--- src/rtl/uc_microc_if.sv ---
// Control bundle between uc_microc and the single-cycle datapath.
// master = datapath side (drives start/Opcode/z), slave = control unit.
interface uc_microc_if #(
  parameter int CNT_W = 16
);
  logic             start;
  logic [5:0]       Opcode;
  logic             z;
  logic             s_inc;
  logic             s_inm;
  logic             we3;
  logic             wez;
  logic [2:0]       Op;
  logic             pc_en;
  logic             z_flag;
  logic             halted;
  logic [CNT_W-1:0] instr_count;

  modport master (
    output start, Opcode, z,
    input  s_inc, s_inm, we3, wez, Op, pc_en, z_flag, halted, instr_count
  );

  modport slave (
    input  start, Opcode, z,
    output s_inc, s_inm, we3, wez, Op, pc_en, z_flag, halted, instr_count
  );
endinterface

--- src/rtl/uc_microc.sv ---
// Control unit for the single-cycle datapath: zero-latency decode in RUN, WAIT stalls
// WAIT_CYCLES extra cycles, HALT parks until reset; no backpressure, pc_en gates the PC.
module uc_microc #(
  parameter int WAIT_CYCLES = 4,
  parameter int CNT_W       = 16
) (
  input  logic        clk,
  input  logic        reset,
  uc_microc_if.slave  bus
);

  typedef enum logic [1:0] {S_IDLE, S_RUN, S_WAIT, S_HALT} state_t;

  localparam logic [7:0] STALL_INIT = 8'(WAIT_CYCLES - 1);

  state_t           state_q, state_d;
  logic [7:0]       stall_q;
  logic             z_flag_q;
  logic             halted_q;
  logic [CNT_W-1:0] count_q;

  logic       s_inc, s_inm, we3, wez, pc_en;
  logic [2:0] op;
  logic       is_wait, is_halt;

  assign is_wait = (bus.Opcode[5:2] == 4'b1101);
  assign is_halt = (bus.Opcode == 6'b111111);

  always_ff @(posedge clk or posedge reset) begin
    if (reset) state_q <= S_IDLE;
    else       state_q <= state_d;
  end

  always_comb begin
    state_d = state_q;
    case (state_q)
      S_IDLE:  if (bus.start) state_d = S_RUN;
      S_RUN: begin
        if (is_wait)      state_d = S_WAIT;
        else if (is_halt) state_d = S_HALT;
      end
      S_WAIT:  if (stall_q == 8'd0) state_d = S_RUN;
      default: state_d = state_q;
    endcase
  end

  always_comb begin
    s_inc = 1'b1;
    s_inm = 1'b0;
    we3   = 1'b0;
    wez   = 1'b0;
    op    = 3'b000;
    pc_en = 1'b0;
    case (state_q)
      S_RUN: begin
        if (!bus.Opcode[5]) begin
          op    = bus.Opcode[4:2];
          we3   = 1'b1;
          wez   = 1'b1;
          pc_en = 1'b1;
        end else begin
          case (bus.Opcode[4:2])
            3'b000: begin we3 = 1'b1; s_inm = 1'b1; pc_en = 1'b1; end
            3'b001: begin s_inc = 1'b0;      pc_en = 1'b1; end
            // Conditional jumps look only at the registered flag, never live z.
            3'b010: begin s_inc = ~z_flag_q; pc_en = 1'b1; end
            3'b011: begin s_inc = z_flag_q;  pc_en = 1'b1; end
            3'b101: pc_en = 1'b0;
            3'b111: pc_en = ~is_halt;
            default: pc_en = 1'b1;
          endcase
        end
      end
      S_WAIT:  pc_en = (stall_q == 8'd0);
      default: pc_en = 1'b0;
    endcase
  end

  always_ff @(posedge clk or posedge reset) begin
    if (reset) begin
      stall_q  <= 8'd0;
      z_flag_q <= 1'b0;
      halted_q <= 1'b0;
      count_q  <= '0;
    end else begin
      if (state_q == S_RUN && is_wait)
        stall_q <= STALL_INIT;
      else if (state_q == S_WAIT && stall_q != 8'd0)
        stall_q <= stall_q - 8'd1;
      if (wez)
        z_flag_q <= bus.z;
      halted_q <= (state_d == S_HALT);
      if (pc_en)
        count_q <= count_q + 1'b1;
    end
  end

  assign bus.s_inc       = s_inc;
  assign bus.s_inm       = s_inm;
  assign bus.we3         = we3;
  assign bus.wez         = wez;
  assign bus.Op          = op;
  assign bus.pc_en       = pc_en;
  assign bus.z_flag      = z_flag_q;
  assign bus.halted      = halted_q;
  assign bus.instr_count = count_q;

endmodule

--- src/flat_wrapper.sv ---
// flat-port wrapper written by rule: the top's interface ports become plain ports
module uc_microc_flat 
#(
  parameter int WAIT_CYCLES = 4,
  parameter int CNT_W       = 16
)
  (clk, reset, bus_start, bus_Opcode, bus_z, bus_s_inc, bus_s_inm, bus_we3, bus_wez, bus_Op, bus_pc_en, bus_z_flag, bus_halted, bus_instr_count);
  uc_microc_if #(.CNT_W(CNT_W)) bus_i ();
  input  logic clk;
  input  logic reset;
  input wire logic [$bits(bus_i.start)-1:0] bus_start;
  input wire logic [$bits(bus_i.Opcode)-1:0] bus_Opcode;
  input wire logic [$bits(bus_i.z)-1:0] bus_z;
  output wire logic [$bits(bus_i.s_inc)-1:0] bus_s_inc;
  output wire logic [$bits(bus_i.s_inm)-1:0] bus_s_inm;
  output wire logic [$bits(bus_i.we3)-1:0] bus_we3;
  output wire logic [$bits(bus_i.wez)-1:0] bus_wez;
  output wire logic [$bits(bus_i.Op)-1:0] bus_Op;
  output wire logic [$bits(bus_i.pc_en)-1:0] bus_pc_en;
  output wire logic [$bits(bus_i.z_flag)-1:0] bus_z_flag;
  output wire logic [$bits(bus_i.halted)-1:0] bus_halted;
  output wire logic [$bits(bus_i.instr_count)-1:0] bus_instr_count;
  assign bus_i.start = bus_start;
  assign bus_i.Opcode = bus_Opcode;
  assign bus_i.z = bus_z;
  assign bus_s_inc = bus_i.s_inc;
  assign bus_s_inm = bus_i.s_inm;
  assign bus_we3 = bus_i.we3;
  assign bus_wez = bus_i.wez;
  assign bus_Op = bus_i.Op;
  assign bus_pc_en = bus_i.pc_en;
  assign bus_z_flag = bus_i.z_flag;
  assign bus_halted = bus_i.halted;
  assign bus_instr_count = bus_i.instr_count;
  uc_microc #(.WAIT_CYCLES(WAIT_CYCLES), .CNT_W(CNT_W)) u_core (.clk(clk), .reset(reset), .bus(bus_i));
endmodule
--- config.mk ---
export PLATFORM = sky130hd
export DESIGN_NAME = uc_microc_flat
export DESIGN_NICKNAME = d
export VERILOG_FILES = /design/src/rtl/uc_microc_if.sv /design/src/rtl/uc_microc.sv /design/src/flat_wrapper.sv
export SDC_FILE = /design/constraint.sdc
export NUM_CORES = 1
export LEC_CHECK = 0
export CORE_MARGIN = 2
export CORE_UTILIZATION = 47
export DETAILED_ROUTE_END_ITERATION = 12
export PLACE_DENSITY = 0.78
export SKIP_LAST_GASP = 1
export SYNTH_ARGS = -nofsm -noshare
export SYNTH_HDL_FRONTEND = slang
export SYNTH_SLANG_ARGS = --single-unit
--- constraint.sdc ---
create_clock -name clk -period 2.4 [get_ports clk]
set_input_delay 0.24 -clock clk [delete_from_list [all_inputs] [get_ports clk]]
set_output_delay 0.24 -clock clk [all_outputs]
set_load 0.05 [all_outputs]
Yosys cells after proc, flatten, opt, wreduce, memory -nomap -nowiden:

Cells that the tools add are included.

* add/subtract/negate cells: 2
* mux-type cells: 22
* bitwise gates (word level): 2
* reductions and logical operators: 7
* equal/unequal tests: 10

Operator list (count)
* $add 16x1->16 const B: 1
* $mux 8: 2
* $mux 1: 10
* $logic_not 8->1: 1
* $mux 2: 4
* $reduce_bool 8->1: 1
* $sub 8x1->8 const B: 1
* $eq 3x2->1 const B: 2
* $eq 3x3->1 const B: 2
* $eq 6x6->1 const B: 1
* $mux 3: 2
* $pmux 2 s3: 1
* $eq 2x2->1 const B: 2
* $eq 4x4->1 const B: 1
* $pmux 1 s2: 2
* $eq 3x1->1 const B: 1
* $logic_not 3->1: 1
* $pmux 1 s3: 1
* $eq 2x1->1 const B: 1
* $logic_and 1x1->1: 2
* $logic_not 2->1: 1
* $not 1->1: 2
* $reduce_bool 2->1: 1

* input bits: 10
* flip-flop bits (word level): 28
* output and inout port bits: 26

Logic depth before layout (Yosys ltp):

* depth in word-level cells: 5
* depth in mapped cells: 8
* mapped depth without buffers: 7

Least setup slack after synthesis:

No wires, ideal clock.

* kind: reg2out
* from: reg u_core.state_q[1]
* to: out bus_Op[0]
* buffers on the path: 0
* path slack: 55 ps
* stages on the path, launching flop included: 5
* arrival: 2105 ps
* path through: dfrtp_1 -> inv_1 -> ha_1 -> nor2b_1 -> and2_1

* cells in the longest elaborated chain, start to end: 2

RTL lines
* start: declaration: line uc_microc.sv:16 `state_t state_q, state_d;`
* start signal: assignment: line uc_microc.sv:31 `else state_q <= state_d;`
* $eq 2x1->1: line uc_microc.sv:54 `case (state_q)`
* $mux 3: line uc_microc.sv:54
* end: declaration: line flat_wrapper.sv:18 `output wire logic [$bits(bus_i.Op)-1:0] bus_Op;`

Every way passes these cells.

Worst setup path in the final report:

* from: reg u_core.state_q[1]
* to: out bus_pc_en

* cells in the longest elaborated chain, start to end: 2
* elaborated cells on any way between the ends: 3
* those cells by class: 2 x eq/ne; 1 x mux

RTL lines
* $eq 2x2->1 / $eq 2x1->1 (equally long branches): line uc_microc.sv:54
* $pmux 1 s2 (*): line uc_microc.sv:54
* end: declaration: line flat_wrapper.sv:19 `output wire logic [$bits(bus_i.pc_en)-1:0] bus_pc_en;`

Every way passes the cells marked *; elsewhere a longest branch is shown, timed or not.

==> flow_metrics.env <==
export IMPL_status="finished clean"
export IMPL_die_area_um2=3750
export IMPL_cp_required_ps=2160
export IMPL_synth_top_family_by_area="simple AND/OR/NAND/NOR gates"
export IMPL_antenna_found_initial=0
export IMPL_final_cell_mix="dfrtp_1, clkdlybuf4s50_1, xnor2_1"
export IMPL_async_reset_ff_frac=1.00
export IMPL_core_um2=3080
export IMPL_cts_resized=0
export IMPL_maxCapViolCount=0
export IMPL_hold_viol=0
export IMPL_power_mw=2.34
export IMPL_final_common_cell="dfrtp_1"
export IMPL_path_class="flop to output port"
export IMPL_overflow=0
export IMPL_hold_buffers=0
export IMPL_synth_ff_type="dfrtp_1"
export IMPL_worstMarginPinSlew_ps=517
export IMPL_startpoint="u_core.state_q[1]$_DFF_PP0_"
export IMPL_synth_compound_area_frac=0.0707
export IMPL_synth_area_leaders="dfrtp_1, xnor2_1, ha_1"
export IMPL_io_pins=36
export IMPL_ys_warn_count=0
export IMPL_antenna_cells=0
export IMPL_io_buffers=35
export IMPL_fin_crit_sh=0.901
export IMPL_muxShareOfSynthArea=0.0146
export IMPL_routedWlPerCell_um=13.5
export IMPL_globalplace_congestion=0.813
export IMPL_die_h_um=61.2
export IMPL_fp_row_count=20
export IMPL_vias=1159
export IMPL_period_needed_ps=2160
export IMPL_drc=0
export IMPL_ys_seq_elements=28
export IMPL_max_freq_mhz=462
export IMPL_grt_pass1_wl_um=5350
export IMPL_htree_levels=1
export IMPL_drt_wl_total_um=3050
export IMPL_drive_above_1_share=0.132
export IMPL_cts_tree="built"
export IMPL_maxSlewHeadroom=0.655
export IMPL_first_pass_iters=4
export IMPL_slew_viol_final=0
export IMPL_rsz0062_at_grt="false"
export IMPL_cts_root_buf="clkbuf_4"
export IMPL_syn_instance_count=144
export IMPL_syn_avg_cell_area_um2=10.7
export IMPL_track_usage=0.188
export IMPL_fin_nets=200
export IMPL_cts_made_buffers=3
export IMPL_p_per_area_nw_per_um2=1180
export IMPL_start_util=0.500
export IMPL_vdd_drop_max_mv=0.850
export IMPL_skew_ps=2.43
export IMPL_static_leakage_power_nw=0.861
export IMPL_fin_hold_ws_ps=260
export IMPL_netlist_area_um2=1540
export IMPL_first_iter_violations=43
export IMPL_path_clk_slew_ps=150
export IMPL_synth_edf_count=0
export IMPL_ys_types=35
export IMPL_grt_pass1_vias=1211
export IMPL_synth_adder_area_share=0.0569
export IMPL_yosys_area_share_xor_xnor=0.120
export IMPL_clk_latency_ps=320
export IMPL_synth_nets=161
export IMPL_setup_tns_ps=0
export IMPL_clockBufferDepth=2
export IMPL_worst_path_max_fanout=17
export IMPL_synth_yosys_seq_area_share=0.455
export IMPL_cts_num_sinks=28
export IMPL_synth_simple_area_share=0.251
export IMPL_die_x_um=61.2
export IMPL_r2r_start="u_core.state_q[1]$_DFF_PP0_"
export IMPL_cts_setup_buffers=0
export IMPL_arrival_ps=1920
export IMPL_drtAntennaViolNets=0
export IMPL_dp_hpwl_um=2300
export IMPL_area_delta_synth_final_pct=29.0
export IMPL_grt_max_degree=29
export IMPL_synth_top_cell_area_share=0.455
export IMPL_synth_area_leader_cell="dfrtp_1"
export IMPL_viasPerCell=5.13
export IMPL_finalSetupViolations=0
export IMPL_endpoint_kind="output port"
export IMPL_crit_path_start_kind="flop"
export IMPL_hold_class="input pin to asynchronous set/reset pin"
==> flip-flops by register name, indices dropped and copies added (netlist names) <==
| name | count |
|---|---|
| u_core.bus.instr_count | 16 |
| u_core.stall_q | 8 |
| u_core.state_q | 2 |
| u_core.bus.halted | 1 |
| u_core.bus.z_flag | 1 |
==> critical path, cell delays in order, from the launching register on <==
cell and delay (ps):
dfrtp_1 430, inv_1 100, ha_1 320, nand2_1 140, o31ai_4 180, buf_4 260, buf_12 170
==> report_power, final <==
group	leakage, nW	internal [mW]	total, mW	switching (mW)
combinational	0.469	0.487	1.26	0.774
sequential	0.364	0.611	0.772	0.160
clock	0.0279	0.169	0.304	0.135
==> path summary, 6_finish.rpt <==
kind | to | slack [ps] | depth (start not counted)
worst max-delay path | bus_pc_en | 240 | 6
worst min-delay path | u_core.stall_q[3]$_DFFE_PP0P_ | 260 | 3
worst max register to register | u_core.bus.instr_count[1]$_DFFE_PP0P_ | 520 | 6
worst min register to register | u_core.bus.instr_count[15]$_DFFE_PP0P_ | 480 | 1
max in group asynchronous | u_core.bus.z_flag$_DFFE_PP0P_ | 1880 | 3
min in group clk | u_core.bus.instr_count[15]$_DFFE_PP0P_ | 480 | 1
==> cell families (layout without fill, tap and decap cells) <==
group | Yosys count | after routing
flip-flops | 28 | 28
AO/OA/AOI/OAI | 12 | 12
multiplexers | 2 | 2
buffers and inverters | 10 | 48
XOR/XNOR | 21 | 21
adder cells (fa/ha/maj) | 7 | 7
AND/OR/NAND/NOR | 64 | 64
==> metal layers <==
layer  track usage  routed length [um]  up-vias
met3        0.0294                  61        2
met4        0.0528                  13        0
met5             0                   0        -
met2         0.302                1500       11
li1              -                   -      576
met1         0.263                1470      570
==> layout make-up <==
cell class	count	area [um2]
Tap cell	44	55.1
Inverter	6	22.5
Clock inverter	1	30.0
Clock buffer	3	22.5
Sequential cell	28	701
Fill cell	254	1090
Timing Repair Buffer	38	365
Multi-Input combinational cell	106	790
==> cells in the mapped netlist, types with 2 or more instances <==
master,n
a21oi_1,2
and2_1,7
nor2_1,12
clkbuf_1,3
nand2_1,8
and4_1,2
nor3_1,4
xnor2_1,16
nand3_1,3
o21ai_0,2
xor2_1,5
nor2b_1,3
ha_1,7
nand4_1,12
mux2_2,2
inv_1,6
dfrtp_1,28
and3_1,4
nand3b_1,2
==> through the flow <==
step | utilization | std cells | setup slack [ps] | instance area (um2)
finish | 0.645 | 226 | 238 | 1990
global route | 0.645 | 226 | 90.0 | 1990
CTS | 0.645 | 226 | 215 | 1990
detailed placement | 0.628 | 222 | 407 | 1930
global placement | 0.628 | 222 | 432 | 1930
floorplan | - | 144 | 55.1 | 1540
(Power assumes the default switching activity.)
